--- config.mk ---
export PLATFORM = sky130hd
export DESIGN_NAME = connect_net2_arb
export DESIGN_NICKNAME = d
export VERILOG_FILES = /design/src/rtl/connect_net2_arb.sv
export SDC_FILE = /design/constraint.sdc
export NUM_CORES = 1
export LEC_CHECK = 0
export CORE_UTILIZATION = 55
export CTS_CLUSTER_DIAMETER = 80
export DETAILED_ROUTE_END_ITERATION = 12
export DONT_BUFFER_PORTS = 1
export HOLD_SLACK_MARGIN = 0.06
export PLACE_DENSITY = 0.7
export SYNTH_ARGS = -nofsm -noshare
export SYNTH_HDL_FRONTEND = slang
export SYNTH_SLANG_ARGS = --single-unit
--- constraint.sdc ---
create_clock -name CLK -period 1.6 [get_ports CLK]
set_input_delay 0.16 -clock CLK [delete_from_list [all_inputs] [get_ports CLK]]
set_output_delay 0.16 -clock CLK [all_outputs]
set_load 0.02 [all_outputs]
--- src/rtl/connect_net2_arb.sv ---
// connect_net2_arb: round-robin owner arbiter for a shared two-net connection with a guard gap
module connect_net2_arb #(
    parameter int MAXLEN = 16,
    parameter int GUARD  = 1,
    localparam int LW = $clog2(MAXLEN + 1)
) (
    input  logic          CLK,
    input  logic          RST,
    input  logic          reqA__ENA,
    input  logic [LW-1:0] reqA_len,
    output logic          reqA__RDY,
    input  logic          reqB__ENA,
    input  logic [LW-1:0] reqB_len,
    output logic          reqB__RDY,
    input  logic [1:0]    A_IN,
    input  logic [1:0]    B_IN,
    output logic [1:0]    A_OUT,
    output logic [1:0]    B_OUT,
    output logic          IN1,
    output logic          IN2,
    input  logic          OUT1,
    input  logic          OUT2,
    output logic          grantA,
    output logic          grantB,
    output logic          busy
);
    localparam int GW = (GUARD > 0) ? $clog2(GUARD + 1) : 1;
    localparam logic [LW-1:0] MAX_L = LW'(MAXLEN);

    typedef enum logic [1:0] {IDLE, GNT_A, GNT_B, GRD} state_t;

    state_t        state_q, state_d;
    logic          pend_a_q, pend_a_d, pend_b_q, pend_b_d, last_b_q, last_b_d;
    logic [LW-1:0] len_a_q, len_a_d, len_b_q, len_b_d, cnt_q, cnt_d;
    logic [GW-1:0] gcnt_q, gcnt_d;
    logic          take_a, take_b;

    function automatic logic [LW-1:0] clamp(input logic [LW-1:0] l);
        return (l == '0) ? LW'(1) : (l > MAX_L) ? MAX_L : l;
    endfunction

    assign grantA    = state_q == GNT_A;
    assign grantB    = state_q == GNT_B;
    assign busy      = state_q != IDLE;
    assign reqA__RDY = !pend_a_q && !grantA && !RST;
    assign reqB__RDY = !pend_b_q && !grantB && !RST;
    assign take_a    = reqA__ENA && reqA__RDY;
    assign take_b    = reqB__ENA && reqB__RDY;
    assign {IN2, IN1} = grantA ? A_IN : grantB ? B_IN : 2'b00;
    assign A_OUT     = grantA ? {OUT2, OUT1} : 2'b00;
    assign B_OUT     = grantB ? {OUT2, OUT1} : 2'b00;

    // Latch requests, pick the next owner round-robin, and count burst and guard cycles
    always_comb begin
        state_d  = state_q;
        pend_a_d = pend_a_q || take_a;
        pend_b_d = pend_b_q || take_b;
        len_a_d  = take_a ? clamp(reqA_len) : len_a_q;
        len_b_d  = take_b ? clamp(reqB_len) : len_b_q;
        last_b_d = last_b_q;
        cnt_d    = cnt_q;
        gcnt_d   = gcnt_q;
        case (state_q)
            IDLE: begin
                if (pend_a_q && (!pend_b_q || last_b_q)) begin
                    state_d  = GNT_A;
                    pend_a_d = 1'b0;
                    cnt_d    = len_a_q;
                    last_b_d = 1'b0;
                end else if (pend_b_q) begin
                    state_d  = GNT_B;
                    pend_b_d = 1'b0;
                    cnt_d    = len_b_q;
                    last_b_d = 1'b1;
                end
            end
            GNT_A, GNT_B: begin
                cnt_d = cnt_q - LW'(1);
                if (cnt_q == LW'(1)) begin
                    state_d = (GUARD == 0) ? IDLE : GRD;
                    gcnt_d  = GW'(GUARD);
                end
            end
            default: begin
                gcnt_d = gcnt_q - GW'(1);
                if (gcnt_q == GW'(1)) state_d = IDLE;
            end
        endcase
    end

    // State registers; reset drops any burst in flight immediately
    always_ff @(posedge CLK or posedge RST) begin
        if (RST) begin
            state_q  <= IDLE;
            pend_a_q <= 1'b0;
            pend_b_q <= 1'b0;
            len_a_q  <= '0;
            len_b_q  <= '0;
            last_b_q <= 1'b1;
            cnt_q    <= '0;
            gcnt_q   <= '0;
        end else begin
            state_q  <= state_d;
            pend_a_q <= pend_a_d;
            pend_b_q <= pend_b_d;
            len_a_q  <= len_a_d;
            len_b_q  <= len_b_d;
            last_b_q <= last_b_d;
            cnt_q    <= cnt_d;
            gcnt_q   <= gcnt_d;
        end
    end
endmodule

==> impl_metrics.tcl, run 1 <==
set metrics [dict create \
    drc 0 \
    synth_cell_types 40 \
    worst_slack_ns -0.0813 \
    grt_pass1_vias 1038 \
    post-route-util_pct 83.5 \
    fmax_mhz 595 \
    critPathRequiredTime_ns 1.80 \
    cp-start-kind "flip-flop" \
    yosys.area_share.xor_xnor_pct 0 \
    crit_path_max_incr_delay_ns 0.42 \
    min_path_type "input port to flip-flop" \
    ys_seq_elements 21 \
    crit_buf_inv 2 \
    synth_compound_area_share_pct 19.2 \
    synth_top_family_by_area "simple AND/OR/NAND/NOR gates" \
    final_cell_count_no_fill 189 \
    combinationalPowerShare_pct 66.2 \
    synthMuxAreaShare_pct 6.43 \
    dpl.cell_count 166 \
    synthAdderAreaFrac_pct 6.03 \
    post-route-min-period_ns 1.68 \
    layout.nets 189 \
    synth_warnings 0 \
    fp.dieW_um 49.6 \
    cp.arrival_ns 1.88 \
    rows 16 \
    p_sw_share_pct 44.2 \
    cap_viol_max_count 0 \
    port_buffers 0 \
    clock_sinks 21 \
    slew_headroom_pct 73.1 \
    fin_area_mm2 0.00170 \
    hold_violations 0 \
    fillers 124 \
    internal_power_mw 2.24 \
    drive_above_1_share_pct 34.6 \
    p_leak_nw 0.781 \
    dp_hpwl_um 1930 \
    holdWs_ns 0.0833 \
    start_util_pct 61.0 \
    ant_nets 0 \
    synth-simple-area-share_pct 21.6 \
    cpMostUsedCell "inv_2" \
    synth-main-ff-cell "dfrtp_1" \
    path_max_fanout 2 \
    die_area_mm2 0.00246 \
    numCtsBuffers 3 \
    cts_tree "built" \
    power_density_mw_per_mm2 2360 \
    grt_overflow 0 \
    fin_crit_sh_pct 105 \
    grt_max_degree 22 \
    synth-edff-count 0 \
    rsz0062_at_grt "true" \
    path_cells "inv_2 -> ha_4 -> inv_2 -> o41ai_4 -> o311a_1 -> mux2_4" \
    power_frac_clock_pct 6.4 \
    seqPwrFrac_pct 27.4 \
    clkTransAtPathRegs_ns 0.12 \
    drt-pass1-iter-count 4 \
    antenna_cells 0 \
    violations "negative setup slack" \
    postPlaceCellArea_mm2 0.00137 \
    syn2layout_area_growth_pct 36.9 \
    grt_pass1_wl_um 4690 \
    pin_count 31 \
    antenna_found_initial 0 \
    slew_viol_final 0 \
    clock_latency_ns 0.30 \
    total_power_mw 4.01 \
    viasPerCell 5.89 \
    ir_drop_v 0.00176 \
    vias 1114 \
    wirelength_um 3140 \
    cp_top_family "compound AO/OA/AOI/OAI gates" \
    wl_per_cell_um 16.6 \
    cp-end-kind "flip-flop" \
    setup_viol 7 \
    cts_htree_levels 1 \
    root_buffer "clkbuf_4" \
    synth_cells 129 \
    synth_area_per_cell_um2 9.65 \
    async_flop_share_pct 100 \
    seq_area_frac_synth_pct 42.3 \
    switchingPower_mw 1.77 \
    core-area_mm2 0.00204 \
    synth_area_mm2 0.00124 \
    cts_buffer_depth 2 \
    skew_ns 0.00428 \
    synth_nets 155 \
    crit_type "flip-flop to flip-flop" \
    worst_pin_slew_ns 0.404 \
    gp_congestion 0.810 \
    die_h_um 49.6 \
    critPathSlowestCell "dfrtp_1" \
    grt_usage_pct 25.6 \
    status "finished with violations" \
    drt_iter0_drc 45 \
]
metrics by stage:
step | setup TNS, ns | worst slack, ns
6_report | -0.399 | -0.0813
5_1_grt | -0.753 | -0.130
4_1_cts | -0.0611 | -0.0223
3_5_place_dp | -0.0270 | -0.0180
3_3_place_gp | 0 | 0.0503
2_1_floorplan | -0.0260 | -0.0260
worst register-to-register path, delay by kind of cell (launching register included):
kind                     cells  cell delay [ns]
AO/OA/AOI/OAI                2             0.61
adder cells (fa/ha/maj)      1             0.12
multiplexers                 1             0.31
flip-flops                   1             0.42
buffers and inverters        2             0.12
path summary, 6_finish.rpt:
kind	startpoint	end	slack (ns)	cells after the start
min in group asynchronous	RST	cnt_q[0]$_DFFE_PP0P_	0.31	3
setup / recovery	cnt_q[1]$_DFFE_PP0P_	state_q[1]$_DFFE_PP0P_	-0.08	6
setup reg to reg	cnt_q[1]$_DFFE_PP0P_	state_q[1]$_DFFE_PP0P_	-0.08	6
max in group asynchronous	RST	last_b_q$_DFFE_PP1P_	1.02	3
hold / removal	RST	pend_b_q$_DFF_PP0_	0.08	3
hold reg to reg	len_b_q[3]$_DFFE_PP0P_	len_b_q[3]$_DFFE_PP0P_	0.50	2
per-layer routing:
| layer | part of all wire [%] | up-vias | routed length (um) | track usage (%) |
|---|---|---|---|---|
| met5 | 0 | - | 0 | 0 |
| met4 | 1.7 | 0 | 54 | 8.10 |
| met3 | 3.1 | 6 | 98 | 4.01 |
| met2 | 53 | 35 | 1650 | 44.6 |
| met1 | 42 | 546 | 1330 | 32.1 |
| li1 | - | 527 | - | - |
timing repair:
item | in CTS | in global routing
hold buffers | 12 | 0
endpoints found under the hold margin | 32 | 0
setup buffers | 2 | 5
pin swaps | 2 | 5
resized for setup | 14 | 17
setup endpoints to repair | 9 | 11
layout make-up:
type / instances / area, um^2 / share of cell area, %
clock buffer: 3 / 22.5 / 1.32
inverter: 9 / 36.3 / 2.13
clock inverter: 1 / 5.00 / 0.294
multi-input combinational: 96 / 782 / 45.9
tap: 27 / 33.8 / 1.98
sequential: 21 / 527 / 30.9
timing repair buffer: 32 / 298 / 17.5
cells by family after synthesis:
kind of cell             Yosys count
multiplexers                       7
AO/OA/AOI/OAI                     34
buffers and inverters             12
flip-flops                        21
AND/OR/NAND/NOR                   49
adder cells (fa/ha/maj)            6
registers in the layout, summed over array words and instances (netlist names):
register  flops
state_q       2
gcnt_q        1
last_b_q      1
len_b_q       5
pend_b_q      1
cnt_q         5
len_a_q       5
pend_a_q      1
power groups by stage:
stage	Clock [mW]	Sequential (mW)	Combinational [mW]
floorplan	0	0.989	1.56
global placement	0	1.06	1.88
CTS	0.262	1.06	2.17
global route	0.281	1.12	2.86
detailed placement	0	1.07	1.94
finish	0.257	1.10	2.66
cells in the final DEF (no fill, tap or decap), types with 4 or more instances in the layout:
cell type	Yosys	final
nand2_1	17	17
buf_4	0	16
nor3_1	4	4
dlygate4sd3_1	0	12
dfrtp_1	20	20
inv_1	9	5
nand2b_1	7	7
o21ai_0	9	8
a21oi_1	6	6
and2_2	0	4
synth_stat cells (2+ instances only):
library cell | instances | area share (%)
a22o_1 | 2 | 1.4
a221oi_1 | 2 | 1.4
nand2b_1 | 7 | 3.5
nor3_1 | 4 | 1.6
buf_2 | 2 | 0.80
o21ai_0 | 9 | 3.6
a21oi_1 | 6 | 2.4
nor2_1 | 3 | 0.90
nand3_1 | 3 | 1.2
mux2_1 | 3 | 2.7
and2_1 | 4 | 2.0
o31ai_1 | 3 | 1.8
nand2_1 | 17 | 5.1
a31oi_1 | 2 | 1.0
nand2_2 | 2 | 1.0
mux2i_1 | 2 | 1.6
o21ai_1 | 2 | 0.80
dfrtp_1 | 20 | 40
ha_1 | 6 | 6.0
nor3_2 | 2 | 1.6
inv_1 | 9 | 2.7
No activity file was read; power rests on OpenSTA's default activity.
==> run 2, diff against run 1 <==
--- a/config.mk
+++ b/config.mk
@@ -9,6 +9,7 @@
 export CTS_CLUSTER_DIAMETER = 80
 export DETAILED_ROUTE_END_ITERATION = 12
 export DONT_BUFFER_PORTS = 1
+export GPL_TIMING_DRIVEN = 0
 export HOLD_SLACK_MARGIN = 0.06
 export PLACE_DENSITY = 0.7
 export SYNTH_ARGS = -nofsm -noshare
==> run 2 against run 1 <==
The run still ends with negative setup slack left. Core utilization down 3.3 points. Highest routed layer unchanged. Sequential share of layout area up 1.4 points. Sequential power about the same. Critical endpoint is now IN1. Global-route usage up 2.5 points. Clock power about the same. Largest cell class unchanged. Die area unchanged. First-iteration DRC count down 29%. Wire length up 1.4%. Via count down 3.6%. Register-to-register slack better by 0.04 ns.
==> impl_metrics.tcl, run 2 (synthesis results as in run 1) <==
set metrics [dict create \
    met1_usage_pct 29.8 \
    rrSetupSlack_ns -0.04 \
    gp_congestion 0.753 \
    drt-pass1-iter-count 4 \
    path_max_fanout 5 \
    grt_use_met3_pct 4.94 \
    slew_viol_final 0 \
    antenna_found_initial 0 \
    skew_ns 0.00379 \
    post-route-min-period_ns 1.65 \
    wirelength_um 3180 \
    reg.largest.list "cnt_q: 5 flops, len_a_q: 5 flops, len_b_q: 5 flops" \
    port_buffers 0 \
    clock_sinks 21 \
    hold_violations 0 \
    syn2layout_area_growth_pct 31.5 \
    grt_max_degree 22 \
    reg2reg_from "state_q[1]$_DFFE_PP0P_" \
    cp-start-kind "flip-flop" \
    grt_pass1_vias 1052 \
    drt_iter0_drc 32 \
    rows 16 \
    postPlaceCellArea_mm2 0.00130 \
    power_density_mw_per_mm2 2350 \
    fp.dieW_um 49.6 \
    crit_type "flip-flop to primary output" \
    rsz0062_at_grt "true" \
    cts_buffer_depth 2 \
    root_buffer "clkbuf_4" \
    ant_nets 0 \
    wl_per_cell_um 17.7 \
    cp-end-kind "primary output" \
    antenna_cells 0 \
    core-area_mm2 0.00204 \
    grt_pass1_wl_um 5060 \
    use_met2_pct 52.9 \
    fin_crit_sh_pct 103 \
    fin_area_mm2 0.00164 \
    grt_usage_pct 28.1 \
    die_area_mm2 0.00246 \
    drive_above_1_share_pct 30.1 \
    clock_latency_ns 0.30 \
    grt_overflow 0 \
    startpoint "state_q[1]$_DFFE_PP0P_" \
    dp_hpwl_um 1820 \
    p_leak_nw 0.739 \
    final_cell_mix "18 x dfrtp_1, 15 x nand2_1, 12 x dlygate4sd3_1" \
    mostFrequentLayoutCell "dfrtp_1" \
    numCtsBuffers 3 \
    clkTransAtPathRegs_ns 0.12 \
    fin_tns_setup_ns -0.203 \
    worst_pin_slew_ns 0.796 \
    drc 0 \
    pin_count 31 \
    slew_headroom_pct 46.8 \
    vias 1074 \
    status "finished with violations" \
    endpoint "IN1" \
    fmax_mhz 607 \
    cp.arrival_ns 1.49 \
    cts_htree_levels 1 \
    viasPerCell 5.97 \
    cts_tree "built" \
    min_path_type "input port to flip-flop" \
    fillers 135 \
    post-route-util_pct 80.1 \
    r2r-end "state_q[1]$_DFFE_PP0P_" \
    die_h_um 49.6 \
    violations "negative setup slack" \
    layout.nets 180 \
    cap_viol_max_count 0 \
    critPathRequiredTime_ns 1.44 \
    top_usage_layer "met2" \
    start_util_pct 61.0 \
    ir_drop_v 0.00152 \
    worst_slack_ns -0.0464 \
    r2r_cells 6 \
    setup_viol 6 \
]
==> run 2: cell count changes in the layout (fill, tap and decap cells not counted), moves of 2 or more <==
cell     before  now
nand2_1      17   15
and2_1        0    4
dfrtp_1      20   18
o21ai_0       8    6
buf_4        16    5
dfrtp_2       0    2
buf_6         2    5
and2_2        4    0
nand2_2       2    4
==> run 2: cell type report <==
type | count | area, um^2 | area share, %
buffer | 2 | 22.5 | 1.38
clock buffer | 4 | 26.3 | 1.61
inverter | 9 | 36.3 | 2.22
multi-input combinational | 97 | 797 | 48.7
sequential | 21 | 529 | 32.3
tap | 27 | 33.8 | 2.06
timing repair buffer | 20 | 191 | 11.7
==> run 2: how the worst min path moves through the flow <==
stage | start | end | slack (ns) | depth (start not counted)
after floorplan | RST | cnt_q[0]$_DFFE_PP0P_ | 0.14 | 1
final | reqA__ENA | pend_a_q$_DFF_PP0_ | 0.06 | 2
after CTS | reqA__ENA | len_a_q[0]$_DFFE_PP0P_ | 0.06 | 2
after global placement | RST | pend_a_q$_DFF_PP0_ | 0.24 | 1
after global routing | reqA_len[0] | len_a_q[0]$_DFFE_PP0P_ | 0.07 | 2
after detailed placement | RST | len_a_q[2]$_DFFE_PP0P_ | 0.24 | 1
==> run 2: worst max-delay path, stage by stage (launching register included) <==
cell and delay (ns):
dfrtp_2 0.45, buf_6 0.13, ha_4 0.19, nor2b_4 0.15, a22o_4 0.26
==> run 2: where the power goes <==
group,switching [mW],internal (mW),total (mW)
logic,1.31,1.20,2.51
clock network,0.159,0.0971,0.257
registers,0.263,0.814,1.08
total,1.73,2.11,3.84
==> run 2: metrics by stage <==
step,hold slack (ns),instances,total power [mW],worst slack (ns)
detailed placement,0.241,156,2.89,-0.194
CTS,0.0606,180,3.70,-0.0762
global route,0.0651,180,4.09,-0.0863
floorplan,0.136,129,2.55,-0.0260
finish,0.0611,180,3.84,-0.0464
global placement,0.242,156,2.80,-0.143
==> run 2: repair_timing <==
item | in CTS | in global routing
pin swaps | 8 | 8
endpoints found under the setup margin | 20 | 19
cloned | 1 | 0
hold buffers | 11 | 1
hold endpoints to repair | 31 | 1
buffers inserted | 8 | 0
resized for setup | 25 | 8
==> run 2: routing by layer <==
layer  part of all wire [%]  wire length, um
met5                      0                0
met4                    2.5               78
met3                    3.1              100
met2                     57             1810
met1                     37             1190
==> run 3, diff against run 2 <==
--- a/config.mk
+++ b/config.mk
@@ -12,6 +12,7 @@
 export GPL_TIMING_DRIVEN = 0
 export HOLD_SLACK_MARGIN = 0.06
 export PLACE_DENSITY = 0.7
+export SETUP_SLACK_MARGIN = 0.05
 export SYNTH_ARGS = -nofsm -noshare
 export SYNTH_HDL_FRONTEND = slang
 export SYNTH_SLANG_ARGS = --single-unit
==> run 3 against run 2 <==
The run still ends with negative setup slack left. Sequential share of layout area fell by 2.1 points. Wire length rose by 1.9%. Power rose by 7.3%. Flip-flop and latch count did not move. Clock-buffer cell count did not move. Via count rose by 3.3%. Clock power barely moved. Worst setup slack got worse by 0.021 ns. Clock skew rose by 0.0035 ns. Sequential power barely moved. Global-route usage fell by 0.12 points.
==> impl_metrics.tcl, run 3 (synthesis results as in run 1) <==
set metrics [dict create \
    pin_count 31 \
    port_buffers 0 \
    ir_drop_v 0.00170 \
    hold_violations 0 \
    clock_latency_ns 0.30 \
    path_cells "buf_6 -> ha_4 -> nor3_4 -> nand2_4 -> mux2_2" \
    root_buffer "clkbuf_4" \
    layout.nets 189 \
    drive_above_1_share_pct 37.7 \
    gp_congestion 0.771 \
    drt-pass1-iter-count 4 \
    critPathRequiredTime_ns 1.79 \
    crit_type "flip-flop to flip-flop" \
    crit_buf_inv 1 \
    preCtsSetupSlack_ns -0.148 \
    cp-start-kind "flip-flop" \
    clkTransAtPathRegs_ns 0.12 \
    rsz0062_at_grt "true" \
    r2r_cells 5 \
    min_to "len_b_q[0]$_DFFE_PP0P_" \
    ant_nets 0 \
    slew_viol_final 0 \
    worst_pin_slew_ns 0.794 \
    die_h_um 49.6 \
    hold_start "reqB_len[1]" \
    setup_viol 7 \
    final_cell_mix "20 x dfrtp_1, 13 x dlygate4sd3_1, 12 x nand2_1, 12 x buf_4, 8 x o21ai_1" \
    mostFrequentLayoutCell "dfrtp_1" \
    drt_iter0_drc 29 \
    worst-path-stages 5 \
    violations "negative setup slack" \
    cap_viol_max_count 0 \
    wl_per_cell_um 17.1 \
    cp.arrival_ns 1.86 \
    fp.dieW_um 49.6 \
    grt_overflow 0 \
    fmax_mhz 600 \
    antenna_cells 0 \
    dp_hpwl_um 1810 \
    multi_input_area_um2 832 \
    rrSetupSlack_ns -0.07 \
    viasPerCell 5.87 \
    grt_max_degree 22 \
    fillers 111 \
    cts_htree_levels 1 \
    post-route-util_pct 85.4 \
    vias 1109 \
    grt_usage_pct 28.0 \
    cp_top_family "simple AND/OR/NAND/NOR gates" \
    wirelength_um 3240 \
    critPathSlowestCell "dfrtp_1" \
    path_max_fanout 7 \
    rows 16 \
    status "finished with violations" \
    cp-end-kind "flip-flop" \
    slew_headroom_pct 47.0 \
    numCtsBuffers 3 \
    drc 0 \
    crit_path_max_incr_delay_ns 0.44 \
    reg.largest.list "cnt_q: 5 flops, len_a_q: 5 flops, len_b_q: 5 flops" \
    power_density_mw_per_mm2 2360 \
    p_leak_nw 0.788 \
    fin_crit_sh_pct 104 \
    grt_pass1_vias 1105 \
    fin_tns_setup_ns -0.264 \
    skew_ns 0.00725 \
    r2r-end "len_a_q[4]$_DFFE_PP0P_" \
    start_util_pct 61.0 \
    whs_path_depth 3 \
    post-route-min-period_ns 1.67 \
    cts_tree "built" \
    clock_sinks 21 \
    antenna_found_initial 0 \
    syn2layout_area_growth_pct 40.1 \
    reg2reg_from "state_q[0]$_DFFE_PP0P_" \
    min_path_type "input port to flip-flop" \
    die_area_mm2 0.00246 \
    seqCellArea_um2 527 \
    grt_pass1_wl_um 5150 \
    core-area_mm2 0.00204 \
    worst_slack_ns -0.0677 \
    cts_buffer_depth 2 \
]
==> run 3: how the worst max path moves through the flow <==
stage | startpoint | end | slack (ns)
final | state_q[0]$_DFFE_PP0P_ | len_a_q[4]$_DFFE_PP0P_ | -0.07
after global routing | state_q[0]$_DFFE_PP0P_ | len_a_q[4]$_DFFE_PP0P_ | -0.11
after CTS | state_q[0]$_DFFE_PP0P_ | len_a_q[4]$_DFFE_PP0P_ | -0.05
after detailed placement | state_q[1]$_DFFE_PP0P_ | len_a_q[4]$_DFFE_PP0P_ | -0.15
after global placement | state_q[1]$_DFFE_PP0P_ | len_a_q[4]$_DFFE_PP0P_ | -0.11
after floorplan | state_q[1]$_DFFE_PP0P_ | len_a_q[4]$_DFFE_PP0P_ | 0.005
==> run 3: what timing repair did <==
action | in CTS | in global routing
gates cloned | 0 | 1
hold buffers | 13 | 0
setup endpoints to repair | 18 | 26
buffers inserted | 14 | 2
pin swaps | 9 | 14
hold endpoints to repair | 31 | 0
gates resized for setup | 21 | 25
==> run 3: routing by layer <==
metal	track usage (%)	wire [um]	vias to the layer above
met4	8.10	43	0
met5	0	0	-
met3	3.09	101	7
met1	31.8	1320	550
li1	-	-	525
met2	53.8	1770	27
==> run 3: power by group <==
part	switching, mW	internal (mW)	total (mW)	leakage, nW
registers	0.260	0.810	1.07	0.258
logic	1.43	1.37	2.80	0.514
clock network	0.157	0.0971	0.255	0.0150
total	1.84	2.28	4.12	0.788
==> run 3: worst register-to-register path, cell delays in order (launching register included) <==
cell and delay, ns:
dfrtp_1 0.44, buf_6 0.14, ha_4 0.21, nor3_4 0.36, nand2_4 0.12, mux2_2 0.28
==> run 3: per-stage QoR <==
stage	cell area (um^2)	power (mW)	hold slack [ns]	cells
after global placement	1300	2.81	0.241	156
after CTS	1650	3.78	0.0726	187
after detailed placement	1300	2.89	0.245	156
after floorplan	1270	2.55	0.136	129
final	1740	4.12	0.0977	189
after global routing	1740	4.38	0.104	189
==> run 3: layout make-up <==
cell class,instances,area share [%]
inverter,9,2.15
buffer,2,1.29
multi-input combinational,97,47.7
tap,27,1.94
clock buffer,4,1.51
sequential,21,30.2
timing repair buffer,29,15.2
==> variant 1, RTL diff (flow settings as in run 3) <==
The 4 states of `state_t` get a Gray code encoding in 2 bits.
--- a/src/rtl/connect_net2_arb.sv
+++ b/src/rtl/connect_net2_arb.sv
@@ -27,7 +27,7 @@
     localparam int GW = (GUARD > 0) ? $clog2(GUARD + 1) : 1;
     localparam logic [LW-1:0] MAX_L = LW'(MAXLEN);
 
-    typedef enum logic [1:0] {IDLE, GNT_A, GNT_B, GRD} state_t;
+    typedef enum logic [1:0] {IDLE = 2'b00, GNT_A = 2'b01, GNT_B = 2'b11, GRD = 2'b10} state_t;
 
     state_t        state_q, state_d;
     logic          pend_a_q, pend_a_d, pend_b_q, pend_b_d, last_b_q, last_b_d;
Behaviour: no difference found for any inputs over 10 cycles, from zero or initial values and one cycle with RST high; not proved beyond that.
==> variant 1 against run 3 <==
The run still ends with setup timing left; utilization fell by 12 points; synthesized area fell by 7.0%; routed wire length fell by 16%; setup slack improved by 0.065 ns; sequential share of layout area rose by 6.2 points; die area fell by 6.8%; count of clock-buffer cells in the layout fell by 1; sequential cell count did not move; final area fell by 17%; critical endpoint unchanged; largest cell class unchanged.
Power is not compared: it rests on default switching activity, and its combinational part moved more than twofold at a synthesized area within 25%.
==> variant 1: results (changes against run 3) <==
metric,value,unit,change
status,finished with violations,,
violations,setup timing,,
grt_first_pass_wirelength,4.174,mm,-19%
nFillCells,153,,+38%
crit_family,simple AND/OR/NAND/NOR gates,,
dpl.hpwl,1.703,mm,-6.0%
ys_seq_area_frac,0.4551,,+0.03202
synth_commonest_cells,"dfrtp_1 (20), nand2_1 (18), nor2_1 (9), o21ai_0 (9)",,
finClkSkew,0.005171,ns,-0.002080 ns
drt-initial-drc-count,20,,-31%
met3_usage,0.05283,,+0.02197
cts_setup_buffers,3,,-11
syn_inst,125,,-3.1%
synth_cell_types,35,,-13%
use_met1,0.3157,,-0.001892
top_regs,"cnt_q x5, len_a_q x5, len_b_q x5",,
p_total,2.511,mW,
max_stage_delay,0.49,ns,+0.05 ns
met3WireLength,138,um,+37%
dp_slack,-0.1572,ns,-0.009184 ns
drt-met1-wl,1.091,mm,-17%
cts_hold_buffers,12,,-1
setup_violations,1,,-6
final_cells,172,,-9.0%
setup_slack,-0.002916,ns,+0.06480 ns
cts.repair.resized,14,,-33%
worst-path-max-fanout,9,,+2
grt_pass1_vias,978,,-11%
drive_gt1_frac,0.2414,,-0.1352
routedWlPerCell,15.85,um,-7.5%
grt_use_total,0.2717,,-0.007980
tns,-0.002916,ns,+0.2612 ns
timing.slew.headroom,0.4677,,-0.002532
gp_congestion,0.8202,,+6.4%
crit_slowest_cell,or4b_4,,
placed_cell_area,0.001209,mm^2,-7.0%
dp.cells,152,,-2.6%
dr_wl_met2,1.464,mm,-17%
vias_per_cell,5.820,,-0.82%
netlist_top_cells_area,"dfrtp_1 (43%), nand2_1 (5.8%), mux2i_1 (4.3%), o21ai_0 (3.9%), nand2b_1 (3.8%)",,
cp.arrival,1.81,ns,-0.05 ns
use_met2,0.4946,,-0.04369
diodes,0,,unchanged
[variant 1: cell types whose count changed in the layout (fill, tap and decap cells not counted), sizes merged, moves of 3 or more]
cell	delta
nor2	+6
buf	-9
nand2	-3
ha	-4
mux2	-3
mux2i	+3
[variant 1: cell type report]
| class | instances | area, um^2 | share of cell area |
|---|---|---|---|
| clock inverters | 1 | 5.005 | 0.003451 |
| flip-flops and latches | 21 | 528.0 | 0.3641 |
| plain buffers | 5 | 48.80 | 0.03365 |
| multi-input cells | 92 | 635.6 | 0.4383 |
| inverters | 7 | 26.28 | 0.01812 |
| clock buffers | 3 | 22.52 | 0.01553 |
| well taps | 27 | 33.78 | 0.02330 |
| repair buffers | 16 | 150.1 | 0.1035 |
[variant 1: final timing paths]
check / end / from / slack, ns / cells after the start
max in group asynchronous: pend_b_q$_DFF_PP0_ / RST / 0.63 / 2
min reg2reg: len_a_q[0]$_DFFE_PP0P_ / len_a_q[0]$_DFFE_PP0P_ / 0.49 / 2
max reg2reg: len_a_q[4]$_DFFE_PP0P_ / state_q[0]$_DFFE_PP0P_ / -0.003 / 4
min in group asynchronous: cnt_q[1]$_DFFE_PP0P_ / RST / 0.43 / 2
max: len_a_q[4]$_DFFE_PP0P_ / state_q[0]$_DFFE_PP0P_ / -0.003 / 4
min: len_b_q[0]$_DFFE_PP0P_ / reqB_len[3] / 0.06 / 3
[variant 1: cells by family after synthesis]
group                      count (synthesis)  share of synthesized area
AOI/OAI and AO/OA                         30                     0.1730
adders and majority gates                  2                    0.02162
buffers and inverters                     12                    0.05297
DFF                                       21                     0.4551
muxes                                      7                    0.06594
and+or+nand+nor                           53                     0.2313
==> variant 2, RTL diff (settings of run 3) <==
Made on the original files. The parameter `MAXLEN` goes from 16 to 8.
--- a/src/rtl/connect_net2_arb.sv
+++ b/src/rtl/connect_net2_arb.sv
@@ -1,6 +1,6 @@
 // connect_net2_arb: round-robin owner arbiter for a shared two-net connection with a guard gap
 module connect_net2_arb #(
-    parameter int MAXLEN = 16,
+    parameter int MAXLEN = 8,
     parameter int GUARD  = 1,
     localparam int LW = $clog2(MAXLEN + 1)
 ) (
Interface: changed (resized reqA_len and reqB_len); port bits go from 31 to 29. The function was not compared with the original's and may differ.
==> variant 2 against run 3 <==
The flow still finishes with violations (setup timing); count of clock-buffer cells in the layout unchanged; fmax is 3.8% higher; clock power shrank 5%; final area fell by 17%; synthesized area down 15%; power shrank 17%; setup slack improved by 0.062 ns; sequential cell count shrank 3; synthesized cell count decreased by 12%; die area decreased by 14%; routed wire length fell by 19%; critical path type is now reg -> out; highest routed layer unchanged.
==> variant 2: results (changes against run 3) <==
metric,value,unit,change
synthArstFlopShare,1.000,,unchanged
gp_congestion,0.8162,,+5.9%
finClkSkew,0.002795,ns,-0.004456 ns
p_leak,0.6587,nW,-16%
drt-met1-wl,1.034,mm,-22%
highest_layer,met4,,
root_buffer,clkbuf_4,,
antenna_found_initial,0,,unchanged
dpl.hpwl,1.492,mm,-18%
vdd.ir_drop.worst,1.579,mV,-7.0%
syn-num-nets,137,,-12%
placed_cell_area,0.001121,mm^2,-14%
worstHoldPathType,in -> reg,,
numPortBuffers,0,,unchanged
clk_pin_slew,0.10,ns,-0.02 ns
cts_made_buffers,3,,unchanged
diodes,0,,unchanged
tns,-0.009603,ns,+0.2545 ns
first_pass_iters,4,,unchanged
internal_power,1.920,mW,-16%
synth_cell_types,31,,-23%
routedWlPerCell,16.12,um,-5.9%
drt-initial-drc-count,13,,-55%
status,finished with violations,,
clock_path_buffers,2,,unchanged
clk_latency,0.30,ns,about the same
setup_violations,2,,-5
violations,setup timing,,
netlist_top_cells_area,"dfrtp_1 (40%), ha_1 (7.1%), nand2_1 (4.9%), o21ai_0 (4.2%), mux2_2 (4.2%)",,
grt_start_max_net_pins,19,,-14%
top_regs,"cnt_q x4, len_a_q x4, len_b_q x4",,
worst_pin_slew,0.6885,ns,-0.1053 ns
synth_warnings,0,,unchanged
cp.arrival,1.45,ns,-0.41 ns
ys_seq_area_frac,0.4247,,+0.001590
met3WireLength,71,um,-30%
fin_nets,162,,-14%
grt_pass1_vias,894,,-19%
worst-path-max-fanout,5,,-2
grt_use_total,0.2728,,-0.006831
grt_first_pass_wirelength,3.946,mm,-23%
synth_edf_count,0,,unchanged
synth_commonest_cells,"dfrtp_1 (17), nand2_1 (14), o21ai_0 (9)",,
vias_per_cell,5.593,,-4.7%
dr_wl_met2,1.455,mm,-18%
setup_slack,-0.006133,ns,+0.06158 ns
drive_gt1_frac,0.3285,,-0.04808
variant 2: power by group through the flow:
stage / Sequential [mW] / Clock [mW] / Combinational (mW)
after global routing: 0.925 / 0.258 / 2.49
after detailed placement: 0.885 / 0 / 1.62
after floorplan: 0.842 / 0 / 1.40
after global placement: 0.877 / 0 / 1.57
final: 0.895 / 0.241 / 2.30
after CTS: 0.878 / 0.248 / 2.19
variant 2: cell families (layout without fill, tap and decap cells):
logic type | Yosys count | after routing | share of synthesized area
AND/OR/NAND/NOR | 45 | 45 | 0.2388
AO/OA/AOI/OAI | 28 | 28 | 0.1612
flip-flops | 18 | 18 | 0.4247
buffers and inverters | 11 | 35 | 0.05294
adder cells (fa/ha/maj) | 6 | 6 | 0.07059
multiplexers | 5 | 5 | 0.05176
variant 2: final timing paths:
kind / from / end / slack [ns] / cells after the start
max in group asynchronous: RST / state_q[0]$_DFFE_PP0P_ / 0.71 / 2
min in group asynchronous: RST / len_b_q[3]$_DFFE_PP0P_ / 0.42 / 2
setup / recovery: state_q[1]$_DFFE_PP0P_ / IN2 / -0.006 / 4
setup reg to reg: state_q[1]$_DFFE_PP0P_ / len_b_q[3]$_DFFE_PP0P_ / 0.02 / 5
hold reg to reg: len_b_q[0]$_DFFE_PP0P_ / len_b_q[0]$_DFFE_PP0P_ / 0.50 / 2
hold / removal: RST / pend_a_q$_DFF_PP0_ / 0.11 / 3
variant 2: repair_timing:
action,4_1_cts,5_1_grt
hold buffers,9,2
buffers inserted,10,1
setup endpoints to repair,23,17
cloned,0,0
hold endpoints to repair,25,4
pin swaps,7,4
gates resized for setup,19,9
variant 2: final cells by class:
cell class                      count  area (um^2)
Buffer                              1        7.507
Fill cell                         115        316.6
Sequential cell                    18        452.9
Inverter                            8        35.03
Timing Repair Buffer               22        196.4
Tap cell                           25        31.28
Clock buffer                        4        26.28
Multi-Input combinational cell     84        698.2
variant 2: metrics by stage:
stage                     instances  worst slack, ns
after global routing            162         -0.04281
after CTS                       159         0.007960
final                           162        -0.006133
after detailed placement        138          -0.2150
after global placement          138          -0.1504
after floorplan                 113         -0.02544
variant 2: per-layer routing:
| metal | global-route usage | vias up |
|---|---|---|
| met1 | 0.3122 | 437 |
| met4 | 0.1059 | 0 |
| met3 | 0.02381 | 6 |
| li1 | - | 443 |
| met2 | 0.5127 | 20 |
| met5 | 0 | - |
variant 2: worst max-delay path, cell delays in order (launching register included):
cell and delay [ns]:
dfrtp_1 0.42, buf_6 0.14, ha_4 0.19, nor2b_4 0.14, a22o_4 0.25
